## config.mk

```make
export PLATFORM = sky130hd
export DESIGN_NAME = bram_loader
export DESIGN_NICKNAME = d
export VERILOG_FILES = /design/src/rtl/bram_loader.sv
export SDC_FILE = /design/constraint.sdc
export NUM_CORES = 1
export LEC_CHECK = 0
export CAP_MARGIN = 20
export CORE_MARGIN = 5
export CORE_UTILIZATION = 35
export CTS_CLUSTER_DIAMETER = 50
export DETAILED_ROUTE_END_ITERATION = 8
export DONT_BUFFER_PORTS = 1
export GPL_TIMING_DRIVEN = 1
export PLACE_DENSITY = 0.48
export SYNTH_ARGS = -nofsm -noshare
export SYNTH_HDL_FRONTEND = slang
export SYNTH_SLANG_ARGS = --single-unit
```

## constraint.sdc

```tcl
create_clock -name clk -period 4.5 [get_ports clk]
set_input_delay 0.45 -clock clk [delete_from_list [all_inputs] [get_ports clk]]
set_output_delay 0.45 -clock clk [all_outputs]
set_load 0.01 [all_outputs]
```

## src/rtl/bram_loader.sv

```systemverilog
// bram_loader: framed byte-stream program loader for the instruction BRAM.
// Assembles LE words, writes them, checks the stream sum, optionally reads back.
module bram_loader #(
    parameter int ADDR_WIDTH = 10,
    parameter int DATA_WIDTH = 32,
    parameter bit VERIFY     = 1'b1
) (
    input  logic                  clk,
    input  logic                  rst,
    input  logic                  start,
    input  logic                  s_valid,
    output logic                  s_ready,
    input  logic [7:0]            s_data,
    output logic [ADDR_WIDTH-1:0] w_addr,
    output logic [DATA_WIDTH-1:0] w_dat,
    output logic                  w_enb,
    output logic [3:0]            byte_enb,
    output logic [ADDR_WIDTH-1:0] r_addr,
    output logic                  r_enb,
    input  logic [DATA_WIDTH-1:0] r_dat,
    output logic                  core_hold,
    output logic                  done,
    output logic                  error,
    output logic [1:0]            err_code,
    output logic [ADDR_WIDTH:0]   words_loaded
);

    typedef enum logic [2:0] {
        S_IDLE,
        S_HDR,
        S_DATA,
        S_CSUM,
        S_VERIFY,
        S_DONE,
        S_ERR
    } state_t;

    localparam logic [32:0]         CAP = 33'd1 << ADDR_WIDTH;
    localparam logic [ADDR_WIDTH:0] ONE = {{ADDR_WIDTH{1'b0}}, 1'b1};

    state_t                  state_q;
    logic [1:0]              bcnt_q;
    logic [23:0]             word_q;
    logic [ADDR_WIDTH:0]     n_q;
    logic [31:0]             sum_q;
    logic [31:0]             csum_q;
    logic [DATA_WIDTH-1:0]   rsum_q;
    logic [ADDR_WIDTH:0]     rcnt_q;
    logic [ADDR_WIDTH:0]     rret_q;
    logic                    rvalid_q;
    logic [ADDR_WIDTH-1:0]   w_addr_q;
    logic [DATA_WIDTH-1:0]   w_dat_q;
    logic                    w_enb_q;
    logic [ADDR_WIDTH-1:0]   r_addr_q;
    logic                    r_enb_q;
    logic                    core_hold_q;
    logic                    done_q;
    logic                    error_q;
    logic [1:0]              err_code_q;
    logic [ADDR_WIDTH:0]     wl_q;

    logic                    byte_fire;
    logic                    last_byte;
    logic [31:0]             word_d;
    logic [31:0]             sum_d;
    logic [DATA_WIDTH-1:0]   rsum_d;
    logic [ADDR_WIDTH:0]     rret_d;
    logic                    oversize;

    // Stream side: ready is a pure function of state, never of s_valid.
    // In DATA it drops once all N words are in, for the final write cycle.
    assign s_ready = (state_q == S_HDR) || (state_q == S_CSUM) ||
                     ((state_q == S_DATA) && (wl_q != n_q));

    assign byte_fire = s_valid && s_ready;
    assign last_byte = (bcnt_q == 2'd3);
    assign word_d    = {s_data, word_q};
    assign sum_d     = sum_q + word_d;
    assign rsum_d    = rsum_q + r_dat;
    assign rret_d    = rret_q + ONE;
    assign oversize  = {1'b0, word_d} > CAP;

    assign w_addr       = w_addr_q;
    assign w_dat        = w_dat_q;
    assign w_enb        = w_enb_q;
    assign byte_enb     = 4'hF;
    assign r_addr       = r_addr_q;
    assign r_enb        = r_enb_q;
    assign core_hold    = core_hold_q;
    assign done         = done_q;
    assign error        = error_q;
    assign err_code     = err_code_q;
    assign words_loaded = wl_q;

    // Load sequencer: byte assembly, BRAM write/read strobes and status.
    always_ff @(posedge clk) begin
        if (rst) begin
            state_q     <= S_IDLE;
            bcnt_q      <= 2'd0;
            word_q      <= '0;
            n_q         <= '0;
            sum_q       <= '0;
            csum_q      <= '0;
            rsum_q      <= '0;
            rcnt_q      <= '0;
            rret_q      <= '0;
            rvalid_q    <= 1'b0;
            w_addr_q    <= '0;
            w_dat_q     <= '0;
            w_enb_q     <= 1'b0;
            r_addr_q    <= '0;
            r_enb_q     <= 1'b0;
            core_hold_q <= 1'b1;
            done_q      <= 1'b0;
            error_q     <= 1'b0;
            err_code_q  <= 2'b00;
            wl_q        <= '0;
        end else begin
            w_enb_q  <= 1'b0;
            r_enb_q  <= 1'b0;
            rvalid_q <= r_enb_q;

            if (byte_fire) begin
                bcnt_q <= bcnt_q + 2'd1;
                word_q <= {s_data, word_q[23:8]};
            end

            unique case (state_q)
                S_IDLE, S_DONE, S_ERR: begin
                    if (start) begin
                        state_q     <= S_HDR;
                        core_hold_q <= 1'b1;
                        done_q      <= 1'b0;
                        error_q     <= 1'b0;
                        err_code_q  <= 2'b00;
                        wl_q        <= '0;
                        bcnt_q      <= 2'd0;
                        sum_q       <= '0;
                    end
                end

                S_HDR: begin
                    if (byte_fire && last_byte) begin
                        n_q <= word_d[ADDR_WIDTH:0];
                        if (oversize) begin
                            state_q    <= S_ERR;
                            error_q    <= 1'b1;
                            err_code_q <= 2'b01;
                        end else if (word_d == 32'd0) begin
                            state_q <= S_CSUM;
                        end else begin
                            state_q <= S_DATA;
                        end
                    end
                end

                S_DATA: begin
                    if (wl_q == n_q) begin
                        state_q <= S_CSUM;
                    end else if (byte_fire && last_byte) begin
                        w_enb_q  <= 1'b1;
                        w_addr_q <= wl_q[ADDR_WIDTH-1:0];
                        w_dat_q  <= word_d;
                        sum_q    <= sum_d;
                        wl_q     <= wl_q + ONE;
                    end
                end

                S_CSUM: begin
                    if (byte_fire && last_byte) begin
                        csum_q <= word_d;
                        if (word_d != sum_q) begin
                            state_q    <= S_ERR;
                            error_q    <= 1'b1;
                            err_code_q <= 2'b10;
                        end else if (VERIFY && (n_q != '0)) begin
                            state_q  <= S_VERIFY;
                            r_enb_q  <= 1'b1;
                            r_addr_q <= '0;
                            rcnt_q   <= ONE;
                            rret_q   <= '0;
                            rsum_q   <= '0;
                        end else begin
                            state_q     <= S_DONE;
                            done_q      <= 1'b1;
                            core_hold_q <= 1'b0;
                        end
                    end
                end

                S_VERIFY: begin
                    if (rcnt_q != n_q) begin
                        r_enb_q  <= 1'b1;
                        r_addr_q <= rcnt_q[ADDR_WIDTH-1:0];
                        rcnt_q   <= rcnt_q + ONE;
                    end
                    if (rvalid_q) begin
                        rsum_q <= rsum_d;
                        rret_q <= rret_d;
                        if (rret_d == n_q) begin
                            if (rsum_d != csum_q) begin
                                state_q    <= S_ERR;
                                error_q    <= 1'b1;
                                err_code_q <= 2'b11;
                            end else begin
                                state_q     <= S_DONE;
                                done_q      <= 1'b1;
                                core_hold_q <= 1'b0;
                            end
                        end
                    end
                end

                default: state_q <= S_IDLE;
            endcase
        end
    end

endmodule
```

After elaboration in Yosys (flattened, before gate mapping)
Cells that the tools add are included.
{"block": "totals", "output_inout_bits": 75, "wordCells": 163, "regBits": 229, "input_bits": 44}
{"block": "classes", "bitwise_logic": 2, "n_reduce_logical": 23, "muxes": 82, "order_cmp": 1, "n_addsub": 6, "n_eq_ne": 29}
{"op": "2-to-1 mux 32 bit", "count": 7}
{"op": "case mux 32 bit (2 select lines)", "count": 2}
{"op": "2-to-1 mux 11 bit", "count": 11}
{"op": "case mux 11 bit (2 select lines)", "count": 3}
{"op": "adder 32 bit", "count": 2}
{"op": "!= test 32 bit", "count": 2}
{"op": "2-to-1 mux 10 bit", "count": 4}
{"op": "adder 11 x 1 -> 11 bit (second input constant)", "count": 3}
{"op": "> comparator 32 x 11 -> 1 bit (second input constant)", "count": 1}
{"op": "logical NOT 32 bit", "count": 1}
{"op": "2-to-1 mux 1 bit", "count": 28}
{"op": "2-to-1 mux 2 bit", "count": 13}
{"op": "equality test 11 bit", "count": 2}
{"op": "!= test 11 bit", "count": 2}
{"op": "2-to-1 mux 3 bit", "count": 7}
{"op": "!= test 2 bit (second input constant)", "count": 10}
{"op": "case mux 10 bit (2 select lines)", "count": 1}
{"op": "case mux 3 bit (5 select lines)", "count": 1}
{"op": "!= test 2 x 1 -> 1 bit (second input constant)", "count": 6}
{"op": "nonzero test 11 bit", "count": 1}
{"op": "AND reduction 5 bit", "count": 2}
{"op": "equality test 3 bit (second input constant)", "count": 3}
{"op": "AND reduction 9 bit", "count": 1}
{"op": "case mux 2 bit (4 select lines)", "count": 1}
{"op": "other kinds (20)", "count": 29}

Logic depth before layout (Yosys ltp)
Gate-level depths: netlist (run 1).
{"block": "depth", "depth_word": 8, "mapped_depth": 13, "mapped_depth_nobuf": 13}

Least setup slack after synthesis (run 1)
OpenSTA, ideal clock, no wires.
{"block": "synth_timing", "path_type": "in2reg", "startpoint": "input r_dat[0]", "endpoint": "register core_hold_q (netlist: core_hold)", "setup_slack_ps": 1059, "t_required_ps": 4364, "t_arrival_ps": 3304, "stages": 13, "path_buffers": 0, "setup_ps": 136, "cell_sequence": "ha_1 inv_1 fa_1 nor2b_1 o31a_2 o21ai_4 o31ai_1 nor2_1 a2111oi_0 nor4b_2 nand4_2 nor4b_4 a31oi_1"}
{"block": "synth_via", "elab_chain_len": 4}
{"item": "from (decl)", "line": "20", "source": "input logic [DATA_WIDTH-1:0] r_dat,"}
{"item": "adder 32 bit", "line": "79", "source": "assign rsum_d = rsum_q + r_dat;"}
{"item": "!= test 32 bit", "line": "201", "source": "if (rsum_d != csum_q) begin"}
{"item": "!= test 2 bit (no line)"}
{"item": "AND reduction 8 bit (no line)"}
{"item": "to (signal assigned)", "line": "113", "source": "core_hold_q <= 1'b1;"}
{"item": "to (signal assigned)", "line": "186", "source": "core_hold_q <= 1'b0;"}
{"item": "to (signal assigned)", "line": "208", "source": "core_hold_q <= 1'b0;"}
{"item": "to (decl)", "line": "56", "source": "logic core_hold_q;"}
Every way passes these cells.
A chain may end at the register's enable or synchronous reset.

Final worst setup path (run 1)
{"block": "layout_timing", "startpoint": "register rsum_q[0]", "endpoint": "register err_code_q[0] (netlist: err_code[0])"}
{"block": "layout_via", "elab_chain_len": 4}
{"item": "from (decl)", "line": "47", "source": "logic [DATA_WIDTH-1:0] rsum_q;"}
{"item": "from (signal assigned)", "line": "198", "source": "rsum_q <= rsum_d;"}
{"item": "adder 32 bit", "line": "79"}
{"item": "!= test 32 bit", "line": "201"}
{"item": "!= test 2 bit (no line)"}
{"item": "AND reduction 9 bit (no line)"}
{"item": "to (signal assigned)", "line": "116", "source": "err_code_q <= 2'b00;"}
{"item": "to (signal assigned)", "line": "135", "source": "err_code_q <= 2'b00;"}
{"item": "to (signal assigned)", "line": "204", "source": "err_code_q <= 2'b11;"}
{"item": "to (decl)", "line": "59", "source": "logic [1:0] err_code_q;"}
Every way passes these cells.

==> metrics, run 1 <==
status=complete, no violations; number of antenna violations at the first check in global routing=0; final instance area=roughly 15,000 um^2; Min-Delay Path Class=input pin to flip-flop; GR Util All Layers=between 20% and 30%; post-placement setup slack=approximately 0.33 ns; fraction of synthesis flops using an asynchronous set or reset pin=0%; clk root buf=sky130_fd_sc_hd__clkbuf_16; wire length reported by the detailed router=42,800 um; prevailing post-synth register cell=sky130_fd_sc_hd__dfxtp_1; count of synthesis-stage warnings from yosys=0; clock skew after layout=roughly 0.019 ns; post-synthesis average cell area=7.96 um^2; number of global-route vias before repair=about 11,000; setup fix buffers added after clock tree synthesis=0; setup repair after global routing missed its margin=no; Least-Margin Pin Slew=between 1 and 1.5 ns; max-capacitance violation count=0; buffer levels on the longest clock path=3; count of unresolved DRC violations after routing=0; post-synthesis sequential area ratio=approximately 34%; Final Total Pwr=approximately 5.8 mW; cell total after placement=approximately 2,100; post-synthesis cell area=approximately 13,000 um^2; peak supply drop=around 0.21 mV; CTS tree=yes; max-slew violations=0; post-detail-place hpwl=29,800 um; share of final-layout standard cells stronger than drive strength 1=under 10%; final-layout worst hold slack=around 0.025 ns; total die area=42,100 um^2; Die Height=around 210 um; Via Count=about 12,000; Routed Antenna Nets=0; dominant cell type by area after synthesis=sky130_fd_sc_hd__dfxtp_1; number of levels the H-tree was split into=2; # setup viols final=0; DP Area=roughly 14,000 um^2; number of input and output port buffers inserted=0; Critical Path RT=between 4 and 5 ns; violation count after the first detailed-routing iteration=between 700 and 800; Setup crit end kind=flip-flop; startpoint of the most critical register-to-register path=rsum_q[0]; final weighted congestion in routability-driven placement=between 0.8 and 0.9; Highest Clock Rate=248 MHz; Clock Latency Late Sink=approximately 0.56 ns; maximum number of pins on one net before global-route repair=94; Cells after Synth=around 1,700; Period Utilization, post-route=between 80% and 90%; ant diodes=0; post-route core utilization=40.0%; area share of the largest cell type after synthesis=between 30% and 40%; count of flip-flops with a built-in enable after synthesis=0; number of register bits inferred by synthesis=229; Arr. time, crit path=between 4 and 5 ns; number of different library cells in the post-synthesis netlist=88; Die X-Extent=~210 um; number of nets in the finished design=about 1,700; overall overflow remaining after global route=0; maximum fanout along the worst path=8; most used standard cells in the synthesized netlist=sky130_fd_sc_hd__nand2_1, sky130_fd_sc_hd__dfxtp_1, sky130_fd_sc_hd__a21oi_1, sky130_fd_sc_hd__nor2_1, sky130_fd_sc_hd__clkbuf_1; critical path startpoint category=flip-flop; Leak=6.06 nW; Worst Hold Launch=s_data[0]; Max transition margin=roughly a third; first-pass iteration count of the detailed router=5; core area=37,700 um^2; non-filler instance count after layout=2,174; top cells by area, synth=sky130_fd_sc_hd__dfxtp_1, sky130_fd_sc_hd__nand2_1, sky130_fd_sc_hd__a21oi_1; setup TNS=0 ns; cts bufs inserted=36; first-pass GRT wire length=~67,000 um; Fin. Hold Viols=0; Boundary Pins=approximately 120; clock sink count=between 200 and 250; power per cell area=between 300 and 400 nW/um^2; kind of critical path=flip-flop to flip-flop; minimum clock period after layout=slightly above 4 ns; detail-routed via count per cell=roughly 5.5; starting density of the core=between 30% and 40%; Worst-path clk slew=approximately 0.06 ns; Area growth, synth to finish=13.0%; launching instance or port of the critical path=rsum_q[0]; std cell rows=71; average routed wire per standard cell=19.7 um; count leader, synth=sky130_fd_sc_hd__nand2_1; setup slack after layout=around 0.47 ns
==> path summary, 6_finish.rpt <==
path	cells past startpoint	slack, ns	end
min	2	0.03	w_dat[24]
max reg2reg	13	0.47	err_code[0]
min reg2reg	2	0.46	sum_q[0]
max	13	0.47	err_code[0]
==> metal layers <==
layer  wire (um)  global-route usage [%]  part of all wire, %
met1       19800                    26.8                   46
met2       19900                    32.7                   47
met3        1930                    3.61                  4.5
met4        1180                    6.70                  2.8
met5           0                       0                    0
==> timing repair <==
item                                    4_1_cts  5_1_grt
hold buffers                                  3        0
endpoints found under the hold margin        93        0
endpoints found under the setup margin        0        0
gates resized for setup                       0        0
==> critical path, cell delays in order, from the launching register on <==
cell                        delay, ns
sky130_fd_sc_hd__dfxtp_1         0.33
sky130_fd_sc_hd__ha_1            0.19
sky130_fd_sc_hd__inv_1           0.07
sky130_fd_sc_hd__fa_1            0.40
sky130_fd_sc_hd__nor2b_1         0.18
sky130_fd_sc_hd__o31a_2          0.26
sky130_fd_sc_hd__o21ai_4         0.10
sky130_fd_sc_hd__o31ai_1         0.80
sky130_fd_sc_hd__nor2_1          0.07
sky130_fd_sc_hd__a2111oi_0       0.36
sky130_fd_sc_hd__nor4b_2         0.30
sky130_fd_sc_hd__nand4_2         0.17
sky130_fd_sc_hd__nor4b_4         0.51
sky130_fd_sc_hd__a31oi_1         0.15
==> registers in the layout (all words and copies together) (netlist names) <==
name,count
bcnt_q,2
core_hold,1
csum_q,32
done,1
err_code,2
error,1
n_q,11
r_addr,10
r_enb,1
rcnt_q,11
rret_q,11
rsum_q,32
rvalid_q,1
state_q,3
sum_q,32
w_addr,10
w_dat,32
w_enb,1
word_q,24
words_loaded,11
==> cell families after synthesis <==
group,Yosys count,share of synthesized area [%]
adders and majority gates,68,6.49
other,1,0.0281
and+or+nand+nor,636,21.8
buffers and inverters,139,4.17
DFF,229,34.4
muxes,52,3.94
AOI/OAI and AO/OA,419,19.8
xor gates and xnor gates,132,9.34
==> where the power goes <==
| group | leakage [nW] | switching (mW) | internal (mW) |
|---|---|---|---|
| Clock | 0.616 | 1.11 | 1.82 |
| Sequential | 1.85 | 0.112 | 2.07 |
| Combinational | 3.60 | 0.426 | 0.234 |
| Total | 6.06 | 1.64 | 4.13 |
==> layout make-up <==
type | instances | area [um^2]
inverters | 28 | 105
repair buffers | 31 | 283
well taps | 511 | 639
clock inverters | 23 | 308
flip-flops and latches | 229 | 4580
multi-input cells | 1311 | 8220
fillers | 3903 | 22600
clock buffers | 41 | 940
==> cells in the final DEF, fill, tap and decap left out, types with 8 or more instances in the layout <==
master	synthesis	layout
sky130_fd_sc_hd__nand2_1	249	249
sky130_fd_sc_hd__dfxtp_1	229	229
sky130_fd_sc_hd__a21oi_1	178	178
sky130_fd_sc_hd__nor2_1	164	164
sky130_fd_sc_hd__xnor2_1	75	75
sky130_fd_sc_hd__ha_1	66	66
sky130_fd_sc_hd__o21ai_0	54	54
sky130_fd_sc_hd__nand3_1	55	54
sky130_fd_sc_hd__xor2_1	51	51
sky130_fd_sc_hd__mux2i_1	48	48
sky130_fd_sc_hd__clkbuf_16	0	36
sky130_fd_sc_hd__nor3_1	31	31
sky130_fd_sc_hd__a21o_1	31	31
sky130_fd_sc_hd__inv_1	28	28
sky130_fd_sc_hd__buf_4	5	27
sky130_fd_sc_hd__nor4_1	26	26
sky130_fd_sc_hd__nand4_1	26	26
sky130_fd_sc_hd__a22oi_1	24	24
sky130_fd_sc_hd__a31oi_1	19	19
sky130_fd_sc_hd__and3_1	19	18
sky130_fd_sc_hd__o21a_1	15	15
sky130_fd_sc_hd__nand2b_1	10	10
sky130_fd_sc_hd__nor2b_1	9	9
sky130_fd_sc_hd__a211oi_1	9	9
sky130_fd_sc_hd__or3_1	9	9
sky130_fd_sc_hd__a22o_1	9	9
sky130_fd_sc_hd__nand3b_1	9	9
sky130_fd_sc_hd__o21bai_1	8	8
(Power assumes the default switching activity.)
==> run 2, diff against run 1 <==
--- a/config.mk
+++ b/config.mk
@@ -12,7 +12,8 @@
 export DETAILED_ROUTE_END_ITERATION = 8
 export DONT_BUFFER_PORTS = 1
 export GPL_TIMING_DRIVEN = 1
-export PLACE_DENSITY = 0.48
+export MAX_ROUTING_LAYER = met4
+export PLACE_DENSITY = 0.5
 export SYNTH_ARGS = -nofsm -noshare
 export SYNTH_HDL_FRONTEND = slang
 export SYNTH_SLANG_ARGS = --single-unit
==> constraint.sdc (replaced) <==
create_clock -name clk -period 3.3 [get_ports clk]
set_input_delay 0.33 -clock clk [delete_from_list [all_inputs] [get_ports clk]]
set_output_delay 0.33 -clock clk [all_outputs]
set_load 0.01 [all_outputs]
==> run 2 against run 1 <==
  * The run now ends with setup timing left
  * Cell area up 8.3%
  * Sequential power up 33%
  * Critical path type unchanged
  * Die area unchanged
  * Clock power up 27%
  * Final cell count up 6.9%
  * First-iteration DRC count up 23%
  * Critical path depth up 2
  * Setup slack worse by 0.48 ns
  * Combinational power up 64%
  * Largest power group unchanged
==> metrics, run 2 (synthesis gave the netlist of run 1 again) <==
status=finished, violations left (was complete, no violations); violations in the final reports=setup timing; area occupied by multi-input gates=8340 um^2 (was 8220 um^2); Period Utilization, post-route=100% (was 89.6%); setup slack after layout=-0.0151 ns (was 0.468 ns); Min-Delay Path Class=input pin to flip-flop (unchanged); CP Buf/Inv Count=3 (was 1); Worst-path clk slew=0.06 ns (about the same); Die X-Extent=205 um (unchanged); max-capacitance violation count=0 (unchanged); most common library cell in the layout ignoring fill and taps=sky130_fd_sc_hd__nand2_1 (unchanged); power per cell area=473 nW/um^2 (was 383 nW/um^2); number of global-route vias before repair=12,000 (was 11,400); clk root buf=sky130_fd_sc_hd__clkbuf_16 (unchanged); clock sink count=229 (unchanged); CTS tree=yes (unchanged); buffer levels on the longest clock path=3 (unchanged); detail-routed via count per cell=5.34 (was 5.45); Fin. Hold Viols=0 (unchanged); final weighted congestion in routability-driven placement=0.892 (was 0.886); violation count after the first detailed-routing iteration=969 (was 790); Clock Latency Late Sink=0.54 ns (was 0.56 ns); minimum clock period after layout=3.32 ns (was 4.03 ns); core area=37,700 um^2 (unchanged); setup TNS=-0.0151 ns (was 0 ns); maximum number of pins on one net before global-route repair=174 (was 94); crit-path cells=ha_4 -> inv_2 -> fa_2 -> nor2b_2 -> o31a_4 -> buf_6 -> a21oi_4 -> xor2_1 -> a311o_1 -> a2111o_1 -> and4bb_1 -> nand4_2 -> nor4b_4 -> buf_4 -> a31oi_1 (was ha_1 -> inv_1 -> fa_1 -> nor2b_1 -> o31a_2 -> o21ai_4 -> o31ai_1 -> nor2_1 -> a2111oi_0 -> nor4b_2 -> nand4_2 -> nor4b_4 -> a31oi_1); cell family contributing the most delay on the critical path=compound AO/OA/AOI/OAI gates (unchanged); clock skew after layout=0.0312 ns (was 0.0187 ns); fill cell total of the finished layout=3,913 (was 3,903); peak supply drop=0.287 mV (was 0.209 mV); Die Height=205 um (unchanged); delay of the slowest cell on the worst path=0.38 ns (was 0.80 ns); post-route core utilization=43.3% (was 40.0%); number of cells traversed by the worst hold path=2 (unchanged); number of input and output port buffers inserted=0 (unchanged); Register-to-Register Path Depth=15 (was 13); number of levels the H-tree was split into=2 (unchanged); Highest Clock Rate=302 MHz (was 248 MHz); GR Util All Layers=21.1% (was 20.0%); wire length reported by the detailed router=44,000 um (was 42,800 um); first-pass GRT wire length=68,600 um (was 66,700 um); overall overflow remaining after global route=0 (unchanged); std cell rows=71 (unchanged); commonest cells after routing, fill and taps aside=sky130_fd_sc_hd__nand2_1, sky130_fd_sc_hd__dfxtp_1, sky130_fd_sc_hd__a21oi_1, sky130_fd_sc_hd__nor2_1, sky130_fd_sc_hd__buf_4 (was sky130_fd_sc_hd__nand2_1, sky130_fd_sc_hd__dfxtp_1, sky130_fd_sc_hd__a21oi_1, sky130_fd_sc_hd__nor2_1, sky130_fd_sc_hd__xnor2_1); number of nets in the finished design=1,899 (was 1,749); first-pass iteration count of the detailed router=6 (was 5); Setup crit end kind=flip-flop (unchanged); number of antenna violations at the first check in global routing=2 (was 0); cell type of the slowest stage on the worst timing path=sky130_fd_sc_hd__a2111o_1 (was sky130_fd_sc_hd__o31ai_1); total die area=42,100 um^2 (unchanged); total number of cells along the worst setup path=15 (was 13); Max transition margin=34.0% (was 31.7%); Area growth, synth to finish=22.4% (was 13.0%); cts bufs inserted=35 (was 36); post-detail-place hpwl=31,000 um (was 29,800 um); setup repair after global routing missed its margin=yes (was no); starting density of the core=35.4% (unchanged); average routed wire per standard cell=18.9 um (was 19.7 um); Via Count=12,400 (was 11,900); combined flip-flop and latch cell area=4590 um^2 (was 4580 um^2); maximum fanout along the worst path=7 (was 8); share of final-layout standard cells stronger than drive strength 1=15.1% (was 7.34%); count of unresolved DRC violations after routing=0 (unchanged); Boundary Pins=119 (unchanged); Critical Path RT=3.70 ns (was 4.92 ns); Least-Margin Pin Slew=0.987 ns (was 1.02 ns); Arr. time, crit path=3.72 ns (was 4.45 ns); Routed Antenna Nets=0 (unchanged); critical path startpoint category=flip-flop (unchanged); Leak=6.81 nW (was 6.06 nW); kind of critical path=flip-flop to flip-flop (unchanged); max-slew violations=0 (unchanged); # setup viols final=1 (was 0)
## run 2: changes by cell type in the layout (fill, tap and decap cells not counted), sizes merged, moves of 2 or more
cell,change
clkinvlp,+2
diode,+2
dlygate4sd3,+17
bufinv,-3
clkbuf,-2
buf,+134
## run 2: final cells by class
class                           instances  share of cell area [%]
Antenna cell                            2                  0.0307
Tap cell                              511                    3.92
Timing Repair Buffer                  182                    9.12
Sequential cell                       229                    28.1
Clock inverter                         23                    1.43
Clock buffer                           39                    5.71
Multi-Input combinational cell       1311                    51.1
Inverter                               28                   0.644
## run 2: timing repair
action / CTS / global route
pin swaps: 22 / 4
endpoints found under the setup margin: 7 / 13
hold endpoints to repair: 182 / 0
resized for setup: 21 / 5
hold buffers: 19 / 0
cloned: 0 / 0
buffers inserted: 4 / 0
## run 2: where the power goes
part | internal [mW] | total, mW | switching (mW)
sequential | 2.82 | 2.91 | 0.0867
combinational | 0.408 | 1.08 | 0.676
clock | 2.24 | 3.73 | 1.48
total | 5.47 | 7.72 | 2.25
## run 2: layer usage
layer	GRT usage, %	vias up	part of all wire, %
met5	-	-	0
met4	7.25	0	3.0
met3	3.64	75	5.0
met2	33.4	315	46
met1	27.5	5873	46
li1	-	6159	-
## run 2: stage by stage
| step | std cells | area (um^2) | power, mW | hold slack (ns) | setup slack (ns) |
|---|---|---|---|---|---|
| after floorplan | 1679 | 13400 | 3.63 | 0.436 | 0.0196 |
| after CTS | 2323 | 16300 | 7.84 | 0.0105 | -0.0191 |
| after global routing | 2325 | 16300 | 8.04 | 0.0284 | -0.202 |
| after global placement | 2238 | 14800 | 3.97 | 0.414 | -0.317 |
| final | 2325 | 16300 | 7.72 | 0.0473 | -0.0151 |
| after detailed placement | 2238 | 14800 | 3.98 | 0.417 | -0.317 |
## run 2: final timing paths
kind                  start         end  slack, ns
setup reg to reg  rsum_q[0]  state_q[1]      -0.02
hold reg to reg    sum_q[0]    sum_q[0]       0.46
hold / removal    s_data[7]   sum_q[31]       0.05
setup / recovery  rsum_q[0]  state_q[1]      -0.02
==> run 3, diff against run 2 <==
--- a/config.mk
+++ b/config.mk
@@ -13,7 +13,7 @@
 export DONT_BUFFER_PORTS = 1
 export GPL_TIMING_DRIVEN = 1
 export MAX_ROUTING_LAYER = met4
-export PLACE_DENSITY = 0.5
+export PLACE_DENSITY = 0.48
 export SYNTH_ARGS = -nofsm -noshare
 export SYNTH_HDL_FRONTEND = slang
 export SYNTH_SLANG_ARGS = --single-unit
==> constraint.sdc (replaced) <==
create_clock -name clk -period 3.7 [get_ports clk]
set_input_delay 0.37 -clock clk [delete_from_list [all_inputs] [get_ports clk]]
set_output_delay 0.37 -clock clk [all_outputs]
set_load 0.01 [all_outputs]
==> run 3 against run 2 <==
  * The run now ends clean
  * Worst hold slack improved by 0.0014 ns
  * Routed wire length increased by 0.44%
  * Flip-flop and latch count unchanged
  * Maximum frequency shrank 5.5%
  * Clock-buffer cell count is 2 higher
  * Largest cell class unchanged
  * Cell area shrank 5.3%
  * Setup slack better by 0.21 ns
  * Global-route usage about the same
  * Power down 11%
  * Utilization decreased by 2.3 points
  * Die area did not move
  * Largest power group unchanged
==> metrics, run 3 (synthesis gave the netlist of run 1 again) <==
status=complete, no violations (was finished, violations left); non-filler instance count after layout=2,222 (was 2,325); violation count after the first detailed-routing iteration=818 (was 969); maximum number of pins on one net before global-route repair=180 (was 174); Arr. time, crit path=3.95 ns (was 3.72 ns); Critical Path RT=4.14 ns (was 3.70 ns); critical path startpoint category=flip-flop (unchanged); starting density of the core=35.4% (unchanged); Die Height=205 um (unchanged); std cell rows=71 (unchanged); crit-path cells=ha_1 -> inv_1 -> fa_2 -> nor2b_2 -> o31a_2 -> o2111ai_2 -> nand3_1 -> or3b_2 -> o21bai_1 -> xor2_1 -> xor2_1 -> nor4b_4 -> buf_4 -> a31o_1 (was ha_4 -> inv_2 -> fa_2 -> nor2b_2 -> o31a_4 -> buf_6 -> a21oi_4 -> xor2_1 -> a311o_1 -> a2111o_1 -> and4bb_1 -> nand4_2 -> nor4b_4 -> buf_4 -> a31oi_1); Max transition margin=41.0% (was 34.0%); maximum fanout along the worst path=8 (was 7); most common library cell in the layout ignoring fill and taps=sky130_fd_sc_hd__nand2_1 (unchanged); total die area=42,100 um^2 (unchanged); Die X-Extent=205 um (unchanged); startpoint of the most critical register-to-register path=rsum_q[0] (unchanged); minimum clock period after layout=3.51 ns (was 3.32 ns); CTS tree=yes (unchanged); peak supply drop=0.289 mV (was 0.287 mV); Highest Clock Rate=285 MHz (was 302 MHz); number of global-route vias before repair=11,600 (was 12,000); setup slack after layout=0.193 ns (was -0.0151 ns); post-route core utilization=41.0% (was 43.3%); cts bufs inserted=36 (was 35); core area=37,700 um^2 (unchanged); met3 routed WL=2420 um (was 2190 um); post-placement setup slack=0.0340 ns (was -0.317 ns); Final Total Pwr=6.89 mW (was 7.72 mW); post-detail-place hpwl=31,000 um (about the same); cell family contributing the most delay on the critical path=simple AND/OR/NAND/NOR gates (was compound AO/OA/AOI/OAI gates); GR Util All Layers=21.1% (about the same); Area growth, synth to finish=15.9% (was 22.4%); power per cell area=446 nW/um^2 (was 473 nW/um^2); clock skew after layout=0.0294 ns (was 0.0312 ns); first-pass iteration count of the detailed router=5 (was 6); final instance area=15,500 um^2 (was 16,300 um^2); delay of the slowest cell on the worst path=0.51 ns (was 0.38 ns); ant diodes=0 (was 2); overall overflow remaining after global route=0 (unchanged); number of levels the H-tree was split into=2 (unchanged); sum of met2 wire segment lengths after detailed routing=20,000 um (was 20,400 um); final weighted congestion in routability-driven placement=0.895 (was 0.892); setup TNS=0 ns (was -0.0151 ns); Worst Hold Launch=rst (was s_data[7]); clock sink count=229 (unchanged); launching instance or port of the critical path=rsum_q[0] (unchanged); wire length reported by the detailed router=44,200 um (was 44,000 um); cell type of the slowest stage on the worst timing path=sky130_fd_sc_hd__or3b_2 (was sky130_fd_sc_hd__a2111o_1); commonest cells after routing, fill and taps aside=sky130_fd_sc_hd__nand2_1, sky130_fd_sc_hd__dfxtp_1, sky130_fd_sc_hd__a21oi_1, sky130_fd_sc_hd__nor2_1, sky130_fd_sc_hd__xnor2_1 (was sky130_fd_sc_hd__nand2_1, sky130_fd_sc_hd__dfxtp_1, sky130_fd_sc_hd__a21oi_1, sky130_fd_sc_hd__nor2_1, sky130_fd_sc_hd__buf_4); Leak=6.27 nW (was 6.81 nW); kind of critical path=flip-flop to flip-flop (unchanged); fill cell total of the finished layout=3,950 (was 3,913); crit-path most repeated cell=sky130_fd_sc_hd__xor2_1; number of antenna violations at the first check in global routing=0 (was 2); detail-routed via count per cell=5.40 (was 5.34); DP Area=14,100 um^2 (was 14,800 um^2); Period Utilization, post-route=94.8% (was 100%); Worst-path clk slew=0.06 ns (about the same); Via Count=12,000 (was 12,400); share of final-layout standard cells stronger than drive strength 1=9.88% (was 15.1%); number of input and output port buffers inserted=0 (unchanged); Min-Delay Path Class=input pin to flip-flop (unchanged); clk root buf=sky130_fd_sc_hd__clkbuf_16 (unchanged); Clock Latency Late Sink=0.55 ns (was 0.54 ns); number of nets in the finished design=1,797 (was 1,899); Least-Margin Pin Slew=0.885 ns (was 0.987 ns); Boundary Pins=119 (unchanged); max-slew violations=0 (unchanged); cell total after placement=2,147 (was 2,238); # setup viols final=0 (was 1); Routed Antenna Nets=0 (unchanged); CP Buf/Inv Count=2 (was 3); max layer used=met4 (unchanged); average routed wire per standard cell=19.9 um (was 18.9 um); count of unresolved DRC violations after routing=0 (unchanged); first-pass GRT wire length=68,000 um (was 68,600 um); final-layout worst hold slack=0.0488 ns (was 0.0473 ns); buffer levels on the longest clock path=3 (unchanged); Fin. Hold Viols=0 (unchanged); Setup crit end kind=flip-flop (unchanged); M1 wire length=20,400 um (was 20,100 um); max-capacitance violation count=0 (unchanged)
run 3: cell count changes in the layout (fill, tap and decap cells not counted), moves of 2 or more:
| cell | delta |
|---|---|
| sky130_fd_sc_hd__a2111oi_0 | -2 |
| sky130_fd_sc_hd__buf_12 | -2 |
| sky130_fd_sc_hd__buf_4 | -91 |
| sky130_fd_sc_hd__clkbuf_1 | +2 |
| sky130_fd_sc_hd__diode_2 | -2 |
| sky130_fd_sc_hd__dlygate4sd3_1 | -9 |
| sky130_fd_sc_hd__xnor2_1 | +2 |
| sky130_fd_sc_hd__xnor2_2 | -2 |
run 3: timing repair:
| action | CTS | global route |
|---|---|---|
| hold buffers | 10 | 0 |
| endpoints found under the setup margin | 0 | 7 |
| hold endpoints to repair | 179 | 0 |
| setup buffers | 0 | 1 |
| resized for setup | 0 | 13 |
run 3: worst paths after layout:
| kind | to | slack [ns] | depth (start not counted) |
|---|---|---|---|
| max | done | 0.19 | 14 |
| min | w_enb | 0.05 | 1 |
| max reg2reg | done | 0.19 | 14 |
| min reg2reg | rsum_q[24] | 0.46 | 2 |
run 3: area by class of cell:
class                   instances  area (um^2)  area share [%]
clock buffers                  41          940            6.08
clock inverters                23          251            1.63
inverters                      28          105           0.680
multi-input cells            1311         8280            53.5
flip-flops and latches        229         4580            29.7
well taps                     511          639            4.14
repair buffers                 79          664            4.30
run 3: where the power goes:
part,total [mW],internal (mW),switching [mW]
logic,0.866,0.303,0.562
clock network,3.40,2.07,1.33
registers,2.63,2.52,0.110
total,6.89,4.89,2.00
run 3: worst register-to-register path, cell delays in order, from the launching register on:
cell and delay, ns:
sky130_fd_sc_hd__dfxtp_1 0.34, sky130_fd_sc_hd__ha_1 0.21, sky130_fd_sc_hd__inv_1 0.08, sky130_fd_sc_hd__fa_2 0.36
sky130_fd_sc_hd__nor2b_2 0.14, sky130_fd_sc_hd__o31a_2 0.28, sky130_fd_sc_hd__o2111ai_2 0.21, sky130_fd_sc_hd__nand3_1 0.15
sky130_fd_sc_hd__or3b_2 0.51, sky130_fd_sc_hd__o21bai_1 0.17, sky130_fd_sc_hd__xor2_1 0.24, sky130_fd_sc_hd__xor2_1 0.28
sky130_fd_sc_hd__nor4b_4 0.08, sky130_fd_sc_hd__buf_4 0.17, sky130_fd_sc_hd__a31o_1 0.20
run 3: layer usage:
metal | GRT usage [%] | up-vias
met5 | - | -
met4 | 7.49 | 0
met3 | 4.13 | 95
met2 | 32.6 | 281
met1 | 27.6 | 5645
li1 | - | 5976
